==> config.mk <==
export PLATFORM = sky130hd
export DESIGN_NAME = sync_fifo
export DESIGN_NICKNAME = d
export VERILOG_FILES = /design/src/rtl/sync_fifo_pkg.sv /design/src/rtl/sync_fifo_mem.sv /design/src/rtl/sync_fifo.sv
export SDC_FILE = /design/constraint.sdc
export NUM_CORES = 1
export LEC_CHECK = 0
export ABC_CLOCK_PERIOD_IN_PS = 2850
export CAP_MARGIN = 20
export CELL_PAD_IN_SITES_DETAIL_PLACEMENT = 0
export CELL_PAD_IN_SITES_GLOBAL_PLACEMENT = 1
export CORE_MARGIN = 1.5
export CORE_UTILIZATION = 46
export CTS_CLUSTER_DIAMETER = 30
export DETAILED_ROUTE_END_ITERATION = 10
export MAX_ROUTING_LAYER = met4
export PLACE_DENSITY = 0.86
export SLEW_MARGIN = 20
export SYNTH_ARGS = -nofsm -noshare
export SYNTH_HDL_FRONTEND = slang
export SYNTH_SLANG_ARGS = --single-unit
==> constraint.sdc <==
create_clock -name clk -period 2.85 [get_ports clk]
set_input_delay 0.855 -clock clk [delete_from_list [all_inputs] [get_ports clk]]
set_output_delay 0.855 -clock clk [all_outputs]
set_load 0.005 [all_outputs]
==> src/rtl/sync_fifo_pkg.sv <==
// sync_fifo_pkg: default sizes, pointer wrap helper and count type for sync_fifo.
package sync_fifo_pkg;
    localparam int DEF_DATA_WIDTH = 8;
    localparam int DEF_FIFO_DEPTH = 5;
    localparam int DEF_PNTR_WIDTH = 3;

    typedef logic [DEF_PNTR_WIDTH:0] count_t;

    // Explicit compare so non-power-of-two depths wrap correctly.
    function automatic int unsigned next_ptr(input int unsigned ptr, input int unsigned depth);
        return (ptr == depth - 1) ? 0 : ptr + 1;
    endfunction
endpackage

==> src/rtl/sync_fifo_mem.sv <==
// sync_fifo_mem: FIFO storage with one synchronous write port and one registered read port.
module sync_fifo_mem import sync_fifo_pkg::*; #(
    parameter int DATA_WIDTH = DEF_DATA_WIDTH,
    parameter int FIFO_DEPTH = DEF_FIFO_DEPTH,
    parameter int PNTR_WIDTH = DEF_PNTR_WIDTH
) (
    input  logic                  clk,
    input  logic                  rst,
    input  logic                  we,
    input  logic [PNTR_WIDTH-1:0] waddr,
    input  logic [DATA_WIDTH-1:0] wdata,
    input  logic                  re,
    input  logic [PNTR_WIDTH-1:0] raddr,
    output logic [DATA_WIDTH-1:0] rdata
);
    logic [DATA_WIDTH-1:0] mem [FIFO_DEPTH];

    // Storage is deliberately not reset; only the output register is.
    always_ff @(posedge clk) begin
        if (we) mem[waddr] <= wdata;
    end

    always_ff @(posedge clk or posedge rst) begin
        if (rst) rdata <= '0;
        else if (re) rdata <= mem[raddr];
    end
endmodule

==> src/rtl/sync_fifo.sv <==
// sync_fifo: single-clock FIFO with fill count and almost flags.
// Define SYNC_FIFO_ERR_EN to enable sticky overflow/underflow flags (tied low otherwise).
module sync_fifo import sync_fifo_pkg::*; #(
    parameter int DATA_WIDTH = DEF_DATA_WIDTH,
    parameter int FIFO_DEPTH = DEF_FIFO_DEPTH,
    parameter int PNTR_WIDTH = DEF_PNTR_WIDTH,
    parameter int AF_LEVEL   = FIFO_DEPTH - 1,
    parameter int AE_LEVEL   = 1
) (
    input  logic                  clk,
    input  logic                  rst,
    input  logic                  we,
    input  logic                  re,
    input  logic [DATA_WIDTH-1:0] din,
    output logic [DATA_WIDTH-1:0] dout,
    output logic                  full,
    output logic                  empty,
    output logic                  almost_full,
    output logic                  almost_empty,
    output logic [PNTR_WIDTH:0]   count,
    output logic                  overflow,
    output logic                  underflow
);
    localparam int CW = PNTR_WIDTH + 1;

    logic [PNTR_WIDTH-1:0] wr_ptr, rd_ptr;
    logic wr_ok, rd_ok;

    // Gating on the registered flags gives read priority when full and write priority when empty.
    assign wr_ok = we && !full;
    assign rd_ok = re && !empty;

    always_ff @(posedge clk or posedge rst) begin
        if (rst) begin
            wr_ptr <= '0;
            rd_ptr <= '0;
            count  <= '0;
        end else begin
            if (wr_ok) wr_ptr <= PNTR_WIDTH'(next_ptr(32'(wr_ptr), FIFO_DEPTH));
            if (rd_ok) rd_ptr <= PNTR_WIDTH'(next_ptr(32'(rd_ptr), FIFO_DEPTH));
            count <= (wr_ok && !rd_ok) ? count + CW'(1) :
                     (rd_ok && !wr_ok) ? count - CW'(1) : count;
        end
    end

    assign full         = count == CW'(FIFO_DEPTH);
    assign empty        = count == '0;
    assign almost_full  = count >= CW'(AF_LEVEL);
    assign almost_empty = count <= CW'(AE_LEVEL);

`ifdef SYNC_FIFO_ERR_EN
    always_ff @(posedge clk or posedge rst) begin
        if (rst) begin
            overflow  <= 1'b0;
            underflow <= 1'b0;
        end else begin
            if (we && full) overflow <= 1'b1;
            if (re && empty) underflow <= 1'b1;
        end
    end
`else
    assign overflow  = 1'b0;
    assign underflow = 1'b0;
`endif

    sync_fifo_mem #(
        .DATA_WIDTH(DATA_WIDTH),
        .FIFO_DEPTH(FIFO_DEPTH),
        .PNTR_WIDTH(PNTR_WIDTH)
    ) u_mem (
        .clk  (clk),
        .rst  (rst),
        .we   (wr_ok),
        .waddr(wr_ptr),
        .wdata(din),
        .re   (rd_ok),
        .raddr(rd_ptr),
        .rdata(dout)
    );
endmodule

==> results of run 1 <==
## critical path: cells and delay by family, from the launching register on
kind,cells,cell delay (ps)
AND/OR/NAND/NOR,1,380
flip-flops,1,450
buffers and inverters,3,620
adder cells (fa/ha/maj),1,140
## sequential cells by signal, indices dropped and copies added, names as in the netlist
name         count
u_mem.rdata      8
wr_ptr           3
u_mem.mem       40
rd_ptr           3
count            4
## cell usage after synthesis, types with 2 or more instances
cell / n / area share
sky130_fd_sc_hd__a21oi_1: 19 / 0.039
sky130_fd_sc_hd__buf_4: 3 / 0.0092
sky130_fd_sc_hd__clkbuf_1: 3 / 0.0046
sky130_fd_sc_hd__dfrtp_1: 18 / 0.18
sky130_fd_sc_hd__edfxtp_1: 40 / 0.49
sky130_fd_sc_hd__ha_1: 9 / 0.046
sky130_fd_sc_hd__inv_1: 11 / 0.017
sky130_fd_sc_hd__mux2_2: 4 / 0.018
sky130_fd_sc_hd__mux2i_1: 9 / 0.037
sky130_fd_sc_hd__mux4_2: 8 / 0.073
sky130_fd_sc_hd__nand2_1: 2 / 0.0031
sky130_fd_sc_hd__nor2_1: 3 / 0.0046
sky130_fd_sc_hd__nor4_1: 4 / 0.010
sky130_fd_sc_hd__o211ai_1: 2 / 0.0061
sky130_fd_sc_hd__xor2_1: 3 / 0.011
## layout make-up
cell class	instances	area (sq um)	share of cell area
well taps	70	87.6	0.0289
inverters	11	41.3	0.0136
clock inverters	4	45.0	0.0149
multi-input cells	78	716	0.236
repair buffers	38	353	0.116
flip-flops and latches	58	1650	0.545
clock buffers	12	135	0.0446
## worst max path at each step
stage | startpoint | end | slack (ps) | depth (start not counted)
after detailed placement | re | count[3] | 200 | 7
after floorplan | re | count[3] | 370 | 8
final | count[0] | empty | 70 | 5
after global routing | count[0] | empty | 7 | 5
after CTS | count[0] | empty | 8 | 5
after global placement | re | count[3] | 260 | 7
## cell usage in the layout (no fill, tap or decap), types with 3 or more instances in the layout
| cell type | Yosys | final |
|---|---|---|
| sky130_fd_sc_hd__nor4_1 | 4 | 4 |
| sky130_fd_sc_hd__dfrtp_1 | 18 | 17 |
| sky130_fd_sc_hd__clkdlybuf4s50_1 | 0 | 27 |
| sky130_fd_sc_hd__ha_1 | 9 | 9 |
| sky130_fd_sc_hd__clkbuf_8 | 0 | 9 |
| sky130_fd_sc_hd__xor2_1 | 3 | 3 |
| sky130_fd_sc_hd__mux2i_1 | 9 | 9 |
| sky130_fd_sc_hd__edfxtp_1 | 40 | 40 |
| sky130_fd_sc_hd__buf_4 | 3 | 11 |
| sky130_fd_sc_hd__a21oi_1 | 19 | 19 |
| sky130_fd_sc_hd__mux2_2 | 4 | 4 |
| sky130_fd_sc_hd__clkbuf_1 | 3 | 3 |
| sky130_fd_sc_hd__mux4_2 | 8 | 8 |
| sky130_fd_sc_hd__inv_1 | 11 | 10 |
| sky130_fd_sc_hd__nor2_1 | 3 | 3 |
| sky130_fd_sc_hd__clkinv_2 | 0 | 3 |
## kinds of logic (layout without fill, tap and decap cells)
logic type      after synthesis  in the layout
buf+inv                      20             65
flops                        58             58
xor+xnor                      4              4
compound gates               24             24
fa+ha+maj                     9              9
mux                          21             21
simple gates                 18             18
other cells                   1              2
## report_power, final
| part | switching, mW | total (mW) | internal (mW) |
|---|---|---|---|
| Combinational | 0.403 | 1.02 | 0.613 |
| Sequential | 0.239 | 1.38 | 1.14 |
| Clock | 0.300 | 0.700 | 0.400 |
## per-stage QoR
step           hold WS (ps)  setup WS [ps]  cells  total power, mW  area (sq um)
2_1_floorplan           501            365    156             1.95          2460
3_3_place_gp            505            259    253             2.32          2830
3_5_place_dp            513            198    253             2.39          2830
4_1_cts                 529           7.89    270             3.11          3020
5_1_grt                 541           7.34    271             3.28          3030
6_report                525           65.7    271             3.09          3030
## metal layers
metal,vias up,part of all wire,global-route usage,wire length [um]
met5,-,0,-,0
met1,713,0.41,0.186,1780
li1,655,-,-,-
met3,12,0.032,0.0395,142
met2,28,0.54,0.298,2350
met4,0,0.022,0.0833,96
## repair_timing
action / CTS / global route
endpoints found under the setup margin: 1 / 1
gates resized for setup: 2 / 1
setup buffers: 1 / 1
==> results_dict.tcl, run 1 <==
set metrics [dict create \
    synth_edf_count 40 \
    clock_insertion_delay_worst_skew_ps 330 \
    drc 0 \
    synth-compound-area-share 0.0540 \
    signed_area_change_from_the_synthesized_netlist_to_the_final_layout_pct 23.4 \
    first_iter_violations 102 \
    path_cells "inv_2 > ha_1 > or3b_4 > inv_1 > clkdlybuf4s50_1" \
    initial_utilization 0.478 \
    flops_latches_synth 58 \
    r2r_cells 10 \
    postSynth.asyncResetShare 0.310 \
    worst-endpoint-arrival_ps 1930 \
    powerDensity_mw_per_mm2 1020 \
    synth-main-ff-cell "sky130_fd_sc_hd__edfxtp_1" \
    end_of_flow_core_utilization 0.590 \
    synthesis.area_sq_mm 0.00246 \
    critical_path.startpoint_type "flop" \
    setup.worst_path.end_class "primary output" \
    cts_tree "built" \
    synth_fa_ha_area_frac 0.0458 \
    finalClockSkew_ps 8.99 \
    fp.dieH_um 76.1 \
    grt_antenna_before_repair 0 \
    period_share 0.977 \
    synth_xor_xnor_area_share 0.0143 \
    fraction_of_final_layout_cells_sized_beyond_drive_strength_1 0.204 \
    worst_slew_slack_as_a_fraction_of_its_limit 0.526 \
    fin_nets 217 \
    numClockSinks 58 \
    core_area_sq_mm 0.00514 \
    timing_worst_setup_path_type "reg -> out" \
    fin_tns_setup_ps 0 \
    max_capacitance_violation_count 0 \
    worst_path_largest_cell_delay_ps 490 \
    layout.filler_cells 412 \
    r2r_setup_slack_ps 500 \
    timing.fmax_mhz 359 \
    port_buffers 27 \
    grt_use_total 0.172 \
    global_route_wire_length_before_repair_um 7100 \
    power.leakage_nw 1.16 \
    yosys-mux-area-fraction 0.128 \
    cts_bufs_inserted 9 \
    number_of_top_level_pins 30 \
    drt_wl_total_um 4370 \
    timing.critical_path.required_ps 2000 \
    routedWlPerCell_um 16.1 \
    floorplan.die.width_um 76.1 \
    synth-seq-area-share 0.672 \
    gp_congestion 0.853 \
    slew_violations 0 \
    hold-path-endpoint "u_mem.rdata[1]" \
    synth_cells 155 \
    clk_pin_slew_ps 60 \
    ctsHtreeMaxLevel 3 \
    worstHoldPathType "reg -> reg" \
    num_vias 1408 \
    critical_path.max_fanout 6 \
    cts_hold_repair.buffers 0 \
    vias_in_the_first_global_route 1476 \
    timing_hold_violations_final 0 \
    clk_root_buffer_cell "sky130_fd_sc_hd__clkbuf_8" \
    synth-simple-area-share 0.0448 \
    cp_slowest_cell "sky130_fd_sc_hd__clkdlybuf4s50_1" \
    tightestPinTransition_ps 711 \
    grt_setup_unrepaired "no" \
    firstDrtPassIters 4 \
    ctsLongestPathBuffers 2 \
    run_status "finished clean" \
    worstReg2RegStart "count[0]" \
    grt_overflow 0 \
    worst_ir_drop_vdd_mv 0.565 \
    grt_max_degree 19 \
    via_per_inst 5.20 \
    synth.distinct_cells 32 \
    floorplan.rows 26 \
    synth_area_per_cell_sq_um 15.8 \
    dominant_combinational_cell_family_by_area_after_synthesis "multiplexers" \
    fin_crit_ps 2780 \
    hold_path.startpoint "u_mem.rdata[1]" \
    count_of_yosys_warnings_during_synthesis 0 \
    setup-violations-final 0 \
    min_path_cells 2 \
    postRouteAntennaNets 0 \
    r2r_end "count[3]" \
    antenna-diode-count 0 \
    floorplan.die_area_sq_mm 0.00579 \
    detailed_place_hpwl_um 2940 \
]
(Power assumes the default switching activity.)
==> run 2, diff against run 1 <==
ABC_AREA = 1   (was default)
CORE_UTILIZATION = 43   (was 46)
PLACE_DENSITY = 0.85   (was 0.86)
==> run 2 against run 1 <==
Effect of this change: via count grew 25%; global-route usage decreased by 0.11 points; flip-flop and latch count did not move; wire length increased by 9.1%; first-iteration DRC count up 6.9%; synthesized area up 5.9%; maximum frequency increased by 5.8%; clock skew hardly changed; setup slack gained 150 ps.
==> results_dict.tcl, run 2 <==
set metrics [dict create \
    run_status "finished clean" \
    yosys.area.top_type "sky130_fd_sc_hd__edfxtp_1" \
    drc 0 \
    flops_latches_synth 58 \
    total_power_mw 3.32 \
    critical_path.max_fanout 6 \
    clk_root_buffer_cell "sky130_fd_sc_hd__clkbuf_8" \
    r2r_end "count[3]" \
    met2RoutedLength_um 2100 \
    timing.critical_path.required_ps 2000 \
    timing_hold_violations_final 0 \
    timing_worst_setup_path_type "reg -> out" \
    worst-endpoint-arrival_ps 1780 \
    via_per_inst 4.72 \
    worstHoldPathType "reg -> reg" \
    placedCellCount 357 \
    num_vias 1759 \
    final_cell_mix "sky130_fd_sc_hd__nand2_1, sky130_fd_sc_hd__edfxtp_1, sky130_fd_sc_hd__clkdlybuf4s50_1, sky130_fd_sc_hd__inv_1, sky130_fd_sc_hd__nand3_1" \
    port_buffers 27 \
    finalClockSkew_ps 8.84 \
    fin_crit_ps 2630 \
    powerDensity_mw_per_mm2 1040 \
    reg_top3 "u_mem.mem: 40 flops, u_mem.rdata: 8 flops, count: 4 flops" \
    clock_insertion_delay_worst_skew_ps 330 \
    critical_path.startpoint_type "flop" \
    count_of_yosys_warnings_during_synthesis 0 \
    postLayoutSetupSlackWorst_ps 218 \
    wirelength_met1_um 2230 \
    timing.fmax_mhz 380 \
    clk_pin_slew_ps 70 \
    synth.distinct_cells 23 \
    setup-violations-final 0 \
    core_area_sq_mm 0.00589 \
    setup.worst_path.end_class "primary output" \
    gp_congestion 0.816 \
    postPlaceCellArea_sq_mm 0.00296 \
    met3_length_um 356 \
    cts_hold_repair.buffers 0 \
    fraction_of_final_layout_cells_sized_beyond_drive_strength_1 0.104 \
    largest-register "u_mem.mem" \
    post-synth-top-area-fraction 0.462 \
    worstReg2RegStart "count[1]" \
    synthesis.area_sq_mm 0.00260 \
    synth_edf_count 40 \
    drt_wl_total_um 4770 \
    post_cts.resized_instances 0 \
    dr.max_layer_used "met4" \
    grt_antenna_before_repair 0 \
    largest_register_ffs 40 \
    period_share 0.923 \
    firstDrtPassIters 4 \
    cts_post_setup_buffers_inserted 0 \
    global_route_wire_length_before_repair_um 7770 \
    cts_bufs_inserted 9 \
    grt_max_degree 20 \
    r2r_cells 10 \
    postRouteAntennaNets 0 \
    vias_in_the_first_global_route 1680 \
    post_synth_main_area_contributors "sky130_fd_sc_hd__edfxtp_1, sky130_fd_sc_hd__dfrtp_1, sky130_fd_sc_hd__nand2_1, sky130_fd_sc_hd__nand3_1, sky130_fd_sc_hd__ha_1" \
    fp.dieH_um 80.8 \
    cts_tree "built" \
    number_of_top_level_pins 30 \
    synth-seq-area-share 0.635 \
    post_layout_nonfiller_instances 373 \
    grt_setup_unrepaired "no" \
    synth_area_per_cell_sq_um 10.2 \
    floorplan.die.width_um 80.8 \
    first_iter_violations 109 \
    synth_cells 255 \
    slew_violations 0 \
    hold_path.startpoint "u_mem.rdata[2]" \
    placement.setup.worst_slack_ps 481 \
    initial_utilization 0.442 \
    numClockSinks 58 \
    grt_use_total 0.171 \
    max_capacitance_violation_count 0 \
    layout_commonest_cell "sky130_fd_sc_hd__nand2_1" \
    ctsHtreeMaxLevel 3 \
    ctsLongestPathBuffers 2 \
    worst_slew_slack_as_a_fraction_of_its_limit 0.514 \
    worst_ir_drop_vdd_mv 0.485 \
    layout.cell_area.non_filler_sq_mm 0.00318 \
    floorplan.rows 28 \
    fin_nets 314 \
    routedWlPerCell_um 12.8 \
    synth_commonest_cells "sky130_fd_sc_hd__nand2_1, sky130_fd_sc_hd__edfxtp_1, sky130_fd_sc_hd__inv_1" \
    synth-main-ff-cell "sky130_fd_sc_hd__edfxtp_1" \
    r2r_setup_slack_ps 850 \
    floorplan.die_area_sq_mm 0.00652 \
    power.leakage_nw 1.42 \
    antenna-diode-count 0 \
    tightestPinTransition_ps 728 \
    signed_area_change_from_the_synthesized_netlist_to_the_final_layout_pct 22.4 \
    min_path_cells 2 \
    grt_overflow 0 \
    postSynth.asyncResetShare 0.310 \
    synth_most_common_cell "sky130_fd_sc_hd__nand2_1" \
    hold-path-endpoint "u_mem.rdata[2]" \
    fin_tns_setup_ps 0 \
    detailed_place_hpwl_um 3130 \
]
==> run 2: critical path, cell delays in order, from the launching register on <==
cell and delay [ps]:
sky130_fd_sc_hd__dfrtp_1 450, sky130_fd_sc_hd__inv_1 130, sky130_fd_sc_hd__ha_1 180, sky130_fd_sc_hd__nand3_1 120
sky130_fd_sc_hd__inv_1 70, sky130_fd_sc_hd__clkdlybuf4s50_1 500
==> run 2: how the worst max path moves through the flow <==
stage | start | to | slack [ps] | cells after the start
2_1_floorplan | we | u_mem.mem[4][0] | 750 | 4
3_3_place_gp | we | count[2] | 530 | 7
3_5_place_dp | we | count[3] | 480 | 8
4_1_cts | count[1] | full | 210 | 5
5_1_grt | count[0] | empty | 130 | 5
6_report | count[1] | full | 220 | 5
==> run 2: final cells by class <==
class / instances / area (sq um)
clock inverter: 7 / 103
fill: 496 / 2700
clock buffer: 9 / 124
inverter: 30 / 113
tap: 75 / 93.8
timing repair buffer: 34 / 323
multi-input combinational: 160 / 776
sequential: 58 / 1650
==> run 2: cells by family after synthesis <==
| kind of cell | after synthesis | synth area share |
|---|---|---|
| AND/OR/NAND/NOR | 137 | 0.225 |
| flip-flops | 58 | 0.635 |
| buffers and inverters | 38 | 0.0678 |
| AO/OA/AOI/OAI | 9 | 0.0173 |
| adder cells (fa/ha/maj) | 9 | 0.0433 |
| XOR/XNOR | 3 | 0.0101 |
| other | 1 | 0.00144 |
==> run 2: layer usage <==
metal | up-vias | global-route usage
met1 | 792 | 0.215
met5 | - | -
met4 | 0 | 0.0879
met3 | 8 | 0.0528
met2 | 62 | 0.248
li1 | 897 | -
==> run 2: stage by stage <==
step | utilization | hold slack (ps)
global route | 0.541 | 524
detailed placement | 0.502 | 468
global placement | 0.502 | 461
floorplan | - | 472
CTS | 0.541 | 487
finish | 0.541 | 483
==> run 2: power breakdown <==
| part | switching, mW | internal, mW | total [mW] |
|---|---|---|---|
| Sequential | 0.164 | 1.14 | 1.30 |
| Combinational | 0.659 | 0.522 | 1.18 |
| Clock | 0.340 | 0.499 | 0.839 |
| Total | 1.16 | 2.16 | 3.32 |
==> run 3, diff against run 2 <==
HOLD_SLACK_MARGIN = 0.15   (was default)
==> results of run 3 <==
Same layout as run 2: the final DEF is identical, and so are final timing and power.
